===== src/rtl/mem_port_arbiter.sv =====
// rtl/mem_port_arbiter.sv - round-robin CPU/debug arbiter for the single LC-3 memory port with access watchdog
module mem_port_arbiter #(
    parameter int ADDR_W  = 16,
    parameter int DATA_W  = 16,
    parameter int TIMEOUT = 15
) (
    input  logic              i_CLK,
    input  logic              i_Reset,
    input  logic              i_CPU_Req,
    input  logic              i_CPU_WE,
    input  logic [ADDR_W-1:0] i_CPU_Addr,
    input  logic [DATA_W-1:0] i_CPU_WData,
    output logic [DATA_W-1:0] o_CPU_RData,
    output logic              o_CPU_Ready,
    input  logic              i_DBG_Req,
    input  logic              i_DBG_WE,
    input  logic [ADDR_W-1:0] i_DBG_Addr,
    input  logic [DATA_W-1:0] i_DBG_WData,
    output logic [DATA_W-1:0] o_DBG_RData,
    output logic              o_DBG_Ready,
    output logic              o_Err,
    output logic              o_MEM_En,
    output logic              o_MEM_WE,
    output logic [ADDR_W-1:0] o_MEM_Addr,
    output logic [DATA_W-1:0] o_MEM_WData,
    input  logic [DATA_W-1:0] i_MEM_RData,
    input  logic              i_MEM_Ready
);

    typedef enum logic [1:0] {S_IDLE, S_ACCESS, S_RESP} state_t;

    localparam logic [7:0] TIMEOUT_LAST = 8'(TIMEOUT - 1);
    localparam logic OWN_CPU = 1'b0;
    localparam logic OWN_DBG = 1'b1;

    state_t            state_q, state_d;
    logic              last_grant_q, last_grant_d;
    logic              owner_q, owner_d;
    logic [7:0]        cnt_q, cnt_d;
    logic              err_q, err_d;
    logic              mem_en_q, mem_en_d;
    logic              mem_we_q, mem_we_d;
    logic [ADDR_W-1:0] mem_addr_q, mem_addr_d;
    logic [DATA_W-1:0] mem_wdata_q, mem_wdata_d;
    logic [DATA_W-1:0] cpu_rdata_q, cpu_rdata_d;
    logic [DATA_W-1:0] dbg_rdata_q, dbg_rdata_d;
    logic              cpu_ready_q, cpu_ready_d;
    logic              dbg_ready_q, dbg_ready_d;

    logic              grant_dbg;
    logic              finish;
    logic [DATA_W-1:0] resp_data;

    always_comb begin
        state_d      = state_q;
        last_grant_d = last_grant_q;
        owner_d      = owner_q;
        cnt_d        = cnt_q;
        err_d        = 1'b0;
        mem_en_d     = 1'b0;
        mem_we_d     = mem_we_q;
        mem_addr_d   = mem_addr_q;
        mem_wdata_d  = mem_wdata_q;
        cpu_rdata_d  = cpu_rdata_q;
        dbg_rdata_d  = dbg_rdata_q;
        cpu_ready_d  = 1'b0;
        dbg_ready_d  = 1'b0;
        grant_dbg    = 1'b0;
        finish       = 1'b0;
        resp_data    = '0;

        case (state_q)
            S_IDLE: begin
                if (i_CPU_Req || i_DBG_Req) begin
                    // On a tie the requester that did not win last time gets the port
                    grant_dbg    = i_DBG_Req && (!i_CPU_Req || last_grant_q == OWN_CPU);
                    owner_d      = grant_dbg;
                    last_grant_d = grant_dbg;
                    mem_we_d     = grant_dbg ? i_DBG_WE    : i_CPU_WE;
                    mem_addr_d   = grant_dbg ? i_DBG_Addr  : i_CPU_Addr;
                    mem_wdata_d  = grant_dbg ? i_DBG_WData : i_CPU_WData;
                    cnt_d        = '0;
                    mem_en_d     = 1'b1;
                    state_d      = S_ACCESS;
                end
            end
            S_ACCESS: begin
                cnt_d = (cnt_q == 8'hFF) ? cnt_q : cnt_q + 8'd1;
                if (i_MEM_Ready) begin
                    finish    = 1'b1;
                    resp_data = mem_we_q ? '0 : i_MEM_RData;
                end else if (cnt_q == TIMEOUT_LAST) begin
                    finish    = 1'b1;
                    resp_data = '1;
                    err_d     = 1'b1;
                end else begin
                    mem_en_d  = 1'b1;
                end
                if (finish) begin
                    state_d = S_RESP;
                    if (owner_q == OWN_CPU) begin
                        cpu_rdata_d = resp_data;
                        cpu_ready_d = 1'b1;
                    end else begin
                        dbg_rdata_d = resp_data;
                        dbg_ready_d = 1'b1;
                    end
                end
            end
            S_RESP: begin
                state_d = S_IDLE;
            end
            default: begin
                state_d = S_IDLE;
            end
        endcase
    end

    always_ff @(posedge i_CLK or negedge i_Reset) begin
        if (!i_Reset) begin
            state_q      <= S_IDLE;
            last_grant_q <= OWN_DBG;
            owner_q      <= OWN_CPU;
            cnt_q        <= '0;
            err_q        <= 1'b0;
            mem_en_q     <= 1'b0;
            mem_we_q     <= 1'b0;
            mem_addr_q   <= '0;
            mem_wdata_q  <= '0;
            cpu_rdata_q  <= '0;
            dbg_rdata_q  <= '0;
            cpu_ready_q  <= 1'b0;
            dbg_ready_q  <= 1'b0;
        end else begin
            state_q      <= state_d;
            last_grant_q <= last_grant_d;
            owner_q      <= owner_d;
            cnt_q        <= cnt_d;
            err_q        <= err_d;
            mem_en_q     <= mem_en_d;
            mem_we_q     <= mem_we_d;
            mem_addr_q   <= mem_addr_d;
            mem_wdata_q  <= mem_wdata_d;
            cpu_rdata_q  <= cpu_rdata_d;
            dbg_rdata_q  <= dbg_rdata_d;
            cpu_ready_q  <= cpu_ready_d;
            dbg_ready_q  <= dbg_ready_d;
        end
    end

    assign o_CPU_RData = cpu_rdata_q;
    assign o_CPU_Ready = cpu_ready_q;
    assign o_DBG_RData = dbg_rdata_q;
    assign o_DBG_Ready = dbg_ready_q;
    assign o_Err       = err_q;
    assign o_MEM_En    = mem_en_q;
    assign o_MEM_WE    = mem_we_q;
    assign o_MEM_Addr  = mem_addr_q;
    assign o_MEM_WData = mem_wdata_q;

endmodule


===== config.mk =====
export PLATFORM = sky130hd
export DESIGN_NAME = mem_port_arbiter
export DESIGN_NICKNAME = d
export VERILOG_FILES = /design/src/rtl/mem_port_arbiter.sv
export SDC_FILE = /design/constraint.sdc
export NUM_CORES = 1
export LEC_CHECK = 0
export BUFFER_PORTS_ARGS = -buffer_cell sky130_fd_sc_hd__buf_2
export CAP_MARGIN = 15
export CORE_MARGIN = 1
export CORE_UTILIZATION = 45
export DETAILED_ROUTE_END_ITERATION = 7
export PLACE_DENSITY = 0.85
export RECOVER_POWER = 25
export SYNTH_ARGS = -nofsm -noshare
export SYNTH_HDL_FRONTEND = slang
export SYNTH_SLANG_ARGS = --single-unit

===== constraint.sdc =====
create_clock -name i_CLK -period 2.9 [get_ports i_CLK]
set_clock_uncertainty 0.15 [all_clocks]
set_input_delay 0.435 -clock i_CLK [delete_from_list [all_inputs] [get_ports i_CLK]]
set_output_delay 0.435 -clock i_CLK [all_outputs]
set_load 0.03 [all_outputs]

Yosys cells after proc, flatten, opt, wreduce, memory -nomap -nowiden
Cells that the tools add are included.

Muxes and demuxes: 27. Add/subtract/negate cells: 1. Bitwise operators: 2. Equality and inequality tests: 6. Reduce and logical (&&, ||, !) cells: 11.

Operators by type and width (count): $mux W16 (5); $mux W8 (2); $pmux W8 S2 (1); $mux W1 (15); $reduce_and A3 Y1 (3); $add A8 B1 Y8 const B (1); $eq A8 B4 Y1 const B (1); $eq A8 B8 Y1 const B (1); $ne A2 B2 Y1 const B (3); $mux W2 (2); $pmux W2 S2 (1); $reduce_and A2 Y1 (2); $eq A2 B1 Y1 const B (1); $logic_not A2 Y1 (1); $logic_or A1 B1 Y1 (2); $not A1 Y1 (2); $pmux W1 S2 (1); $reduce_bool A2 Y1 (1); $logic_and A1 B1 Y1 (1); $logic_not A1 Y1 (1).

Logic and storage cells: 60. Register bits: 81. Bits of input ports: 87.

Longest topological paths before layout
Word-level depth: 6. Depth in mapped cells: 6. Depth with buffers taken out: 5.

Worst setup path after synthesis
No wires, ideal clock.

Kind: input -> register. From: input i_DBG_Req. To: register mem_wdata_q[10] (netlist: o_MEM_WData[10]). Arrival: 1435 ps. Path slack: 1191 ps. Data required time: 2625 ps. Buffers on the path: 1. Stages on the path: 4. Cell sequence: a21boi_4 > buf_6 > mux2_2 > mux2_2.

Longest elaborated chain between the ends: 2.

RTL lines: start: declaration (RTL line 15) `input logic i_DBG_Req,`; $logic_and A1 B1 Y1 or $logic_or A1 B1 Y1 (tied branches) (RTL line 76, 74); $mux W16 or $reduce_and A2 Y1 (tied branches); end signal: assignment (RTL line 143) `mem_wdata_q <= mem_wdata_d;`; end: declaration (RTL line 44) `logic [DATA_W-1:0] mem_wdata_q, mem_wdata_d;`.

Several ways; a longest one is shown, not always the timed one. A chain may end at the register's enable or synchronous reset.

Worst setup path after layout
From: register state_q[0]. To: register mem_wdata_q[6] (netlist: o_MEM_WData[6]).

Longest elaborated chain between the ends: 2.

RTL lines: start: declaration (RTL line 36) `state_t state_q, state_d;`; start signal: assignment (RTL line 135) `state_q <= state_d;`; $logic_not A2 Y1 (RTL line 72) `case (state_q)`; $reduce_and A2 Y1 (no source line).

No other way between the ends.

==> results.md <==
* CP max FO at 35
* DR DRC count at 0
* Comb pwr share at 48.8%
* Crit path to: o_MEM_WData[6]$_DFFE_PN0N_
* Antenna Cells at 0
* Synth top area cells: dfrtp_1 (46%), mux2_2 (15%), a211oi_1 (5.7%)
* Critical path origin: state_q[0]$_DFFE_PN0P_
* RSZ-0062 raised after global routing: no
* Minimum clock period at 2.12 ns
* Hold slack at 0.165 ns
* Pre-CTS setup slack at 0.836 ns
* Layout fillers at 794
* HP Class: in2reg
* Gate Count Post-Synth at 386
* Grt ovf at 0
* Non-Filler Instances at 666
* Final Hold Viols at 0
* Tot GR Track Use at 20.9%
* Post-synth top area share at 46.1%
* Port Buf Inserts at 155
* Sw frac at 44.8%
* Max-slew violations at 0
* Largest net degree at the start of global routing at 42
* Seq/Total Area, Yosys at 46.7%
* Rows at 35
* Die W at 100 um
* Share of cells above drive strength 1 at 46.0%
* Yosys cell types at 45
* Reg2Reg Depth at 3
* Status: finished clean
* CP Data Arrival Time at 2.21 ns
* Clk slew on worst S/H paths at 0.09 ns
* Leakage at 2.49 nW
* Die height at 100 um
* Hpwl dp at 7.30 mm
* Drt via density at 5.20
* Core ar. at 9280 um2
* Pint at 3.34 mW
* Yosys warns at 0
* CTS Sinks at 81
* Register-to-register setup slack at 0.78 ns
* Clk pwr share at 17.5%
* Synth top cells by count: dfrtp_1 (80), mux2_2 (58), nor2_1 (38)
* Crit end category: register
* Initial antenna violation count at 0
* Post-synth EDFFs at 0
* Ys flop type: dfrtp_1
* Io pins at 156
* RR Startpoint: state_q[0]$_DFFE_PN0P_
* Peak VDD IR at 554 uV
* Max Cap Violations at 0
* Crit-path cells: or2_0 > nor2_8 > mux2_2
* CTS HTree Levels at 3
* Final-stage net count at 623
* Syn Nets at 475
* Cell area after layout at 5390 um2
* FF/Latch Area at 2030 um2
* Area of the multi-input gates at 1980 um2
* Total wire length at 10.2 mm
* Top-count cell post-synth: dfrtp_1
* Via count at 3,465
* Sw Pwr at 2.71 mW
* Number of synthesized register bits at 81
* Final WS setup at 0.777 ns
* CTS buffer count at 9
* Type of origin of the critical path: register
* Inst Count DP at 651
* GPL Wtd Cong at 0.840
* Max Freq at 471 MHz
* Full die area at 10,100 um2
* First-pass GRT wire length at 16.4 mm
* Clock Path Buffers at 2
* Tightest Pin Transition at 1.03 ns
* Routed Antenna Nets at 0
* Starting DRT DRC Count at 114
* Seq pwr share at 33.7%
* CTS tree: yes
* Synth area leader: dfrtp_1
* Wire per inst at 15.2 um
* Setup TNS at 0 ns
* CP max stage delay at 0.52 ns
* Starting Density at 46.8%
* Final setup fails at 0
* Resize count post-CTS at 0
* Placed inst area at 5130 um2
* Crit Reg-Reg Endpoint: o_MEM_WData[6]$_DFFE_PN0N_
* CTS Root Cell: clkbuf_8
* Syn-to-layout area delta at 24.0%
* Synth Cell Area at 4350 um2
* CP Class: reg2reg
* Post-Syn Area per Cell at 11.3 um2
* Tcrit/Tclk final at 73.2%
* Slew margin rel. at 31.5%
* Asr flop ratio synth at 100%
* Crit path required time at 2.99 ns
* PD cells at 1120 nW/um2
* Vias in the first global route at 3,407
* Clk Latency, worst-skew pair at 0.34 ns
* Slowest cell on the critical path: nor2_8
* Drt pass-1 iters at 4
## worst min-delay path by stage
stage / start / end / slack, ns / depth (start not counted)
5_1_grt: i_CPU_Req / last_grant_q$_DFFE_PN1N_ / 0.18 / 2
6_report: i_CPU_Req / last_grant_q$_DFFE_PN1N_ / 0.16 / 2
2_1_floorplan: i_Reset / cnt_q[0]$_DFFE_PN0P_ / -0.01 / 0
3_5_place_dp: i_Reset / o_CPU_RData[6]$_DFFE_PN0P_ / 0.30 / 1
3_3_place_gp: i_Reset / o_CPU_RData[6]$_DFFE_PN0P_ / 0.30 / 1
4_1_cts: i_CPU_Req / last_grant_q$_DFFE_PN1N_ / 0.15 / 2
## through the flow
| stage | total power, mW | utilization (%) |
|---|---|---|
| floorplan | 4.26 | - |
| global placement | 4.91 | 55.3 |
| detailed placement | 5.04 | 55.3 |
| CTS | 6.11 | 58.1 |
| global route | 6.42 | 58.1 |
| finish | 6.05 | 58.1 |
## layer usage
metal	routed length [um]	vias to the layer above	global-route usage, %
li1	-	1641	-
met1	4210	1717	26.1
met2	5330	89	36.4
met3	417	18	3.55
met4	196	0	7.92
met5	0	-	0
## what timing repair did
| action | CTS | global route |
|---|---|---|
| endpoints found under the hold margin | 40 | 0 |
| setup endpoints to repair | 0 | 0 |
| hold buffers | 1 | 0 |
| setup buffers | 0 | 0 |
## power by group through the flow
stage	registers [mW]	logic, mW	clock network (mW)
3_5_place_dp	2.06	2.98	0
3_3_place_gp	2.02	2.89	0
5_1_grt	2.11	3.18	1.14
4_1_cts	2.04	2.99	1.08
6_report	2.04	2.96	1.06
2_1_floorplan	2.85	1.42	0
## flip-flops by register name, summed over array words and instances, names as in the netlist, 2 cells and up
| name | count |
|---|---|
| state_q | 2 |
| o_CPU_RData | 16 |
| cnt_q | 8 |
| o_DBG_RData | 16 |
| o_MEM_WData | 16 |
| o_MEM_Addr | 16 |
## placed cells by master, fill, tap and decap left out, types with 6 or more instances in the layout
cell type and count:
buf_2 153, dfrtp_1 80, mux2_2 58, nor2_1 38, inv_1 37, a211oi_1 33
nor3b_1 23, nor2b_1 17, nor3b_2 10, clkbuf_8 9, mux2_1 7, o21ai_0 6
nand3_1 6, o211ai_1 6
## final cells by class
| class | count | area share [%] |
|---|---|---|
| Timing Repair Buffer | 160 | 15.3 |
| Sequential cell | 81 | 37.6 |
| Clock buffer | 9 | 2.30 |
| Multi-Input combinational cell | 245 | 36.8 |
| Clock inverter | 5 | 2.39 |
| Inverter | 37 | 2.58 |
| Tap cell | 129 | 2.99 |
## kinds of logic after synthesis
logic type	synth area share, %
flops	46.7
buf+inv	7.66
xor+xnor	0.403
fa+ha+maj	0.576
compound gates	9.76
simple gates	17.5
mux	17.4
## worst max-delay path, delay by kind of cell (launching register included)
family	cells	cell delay [ns]
AND/OR/NAND/NOR	2	0.92
flip-flops	1	0.51
multiplexers	1	0.42
Note: power is estimated with default switching activity, not from simulation.
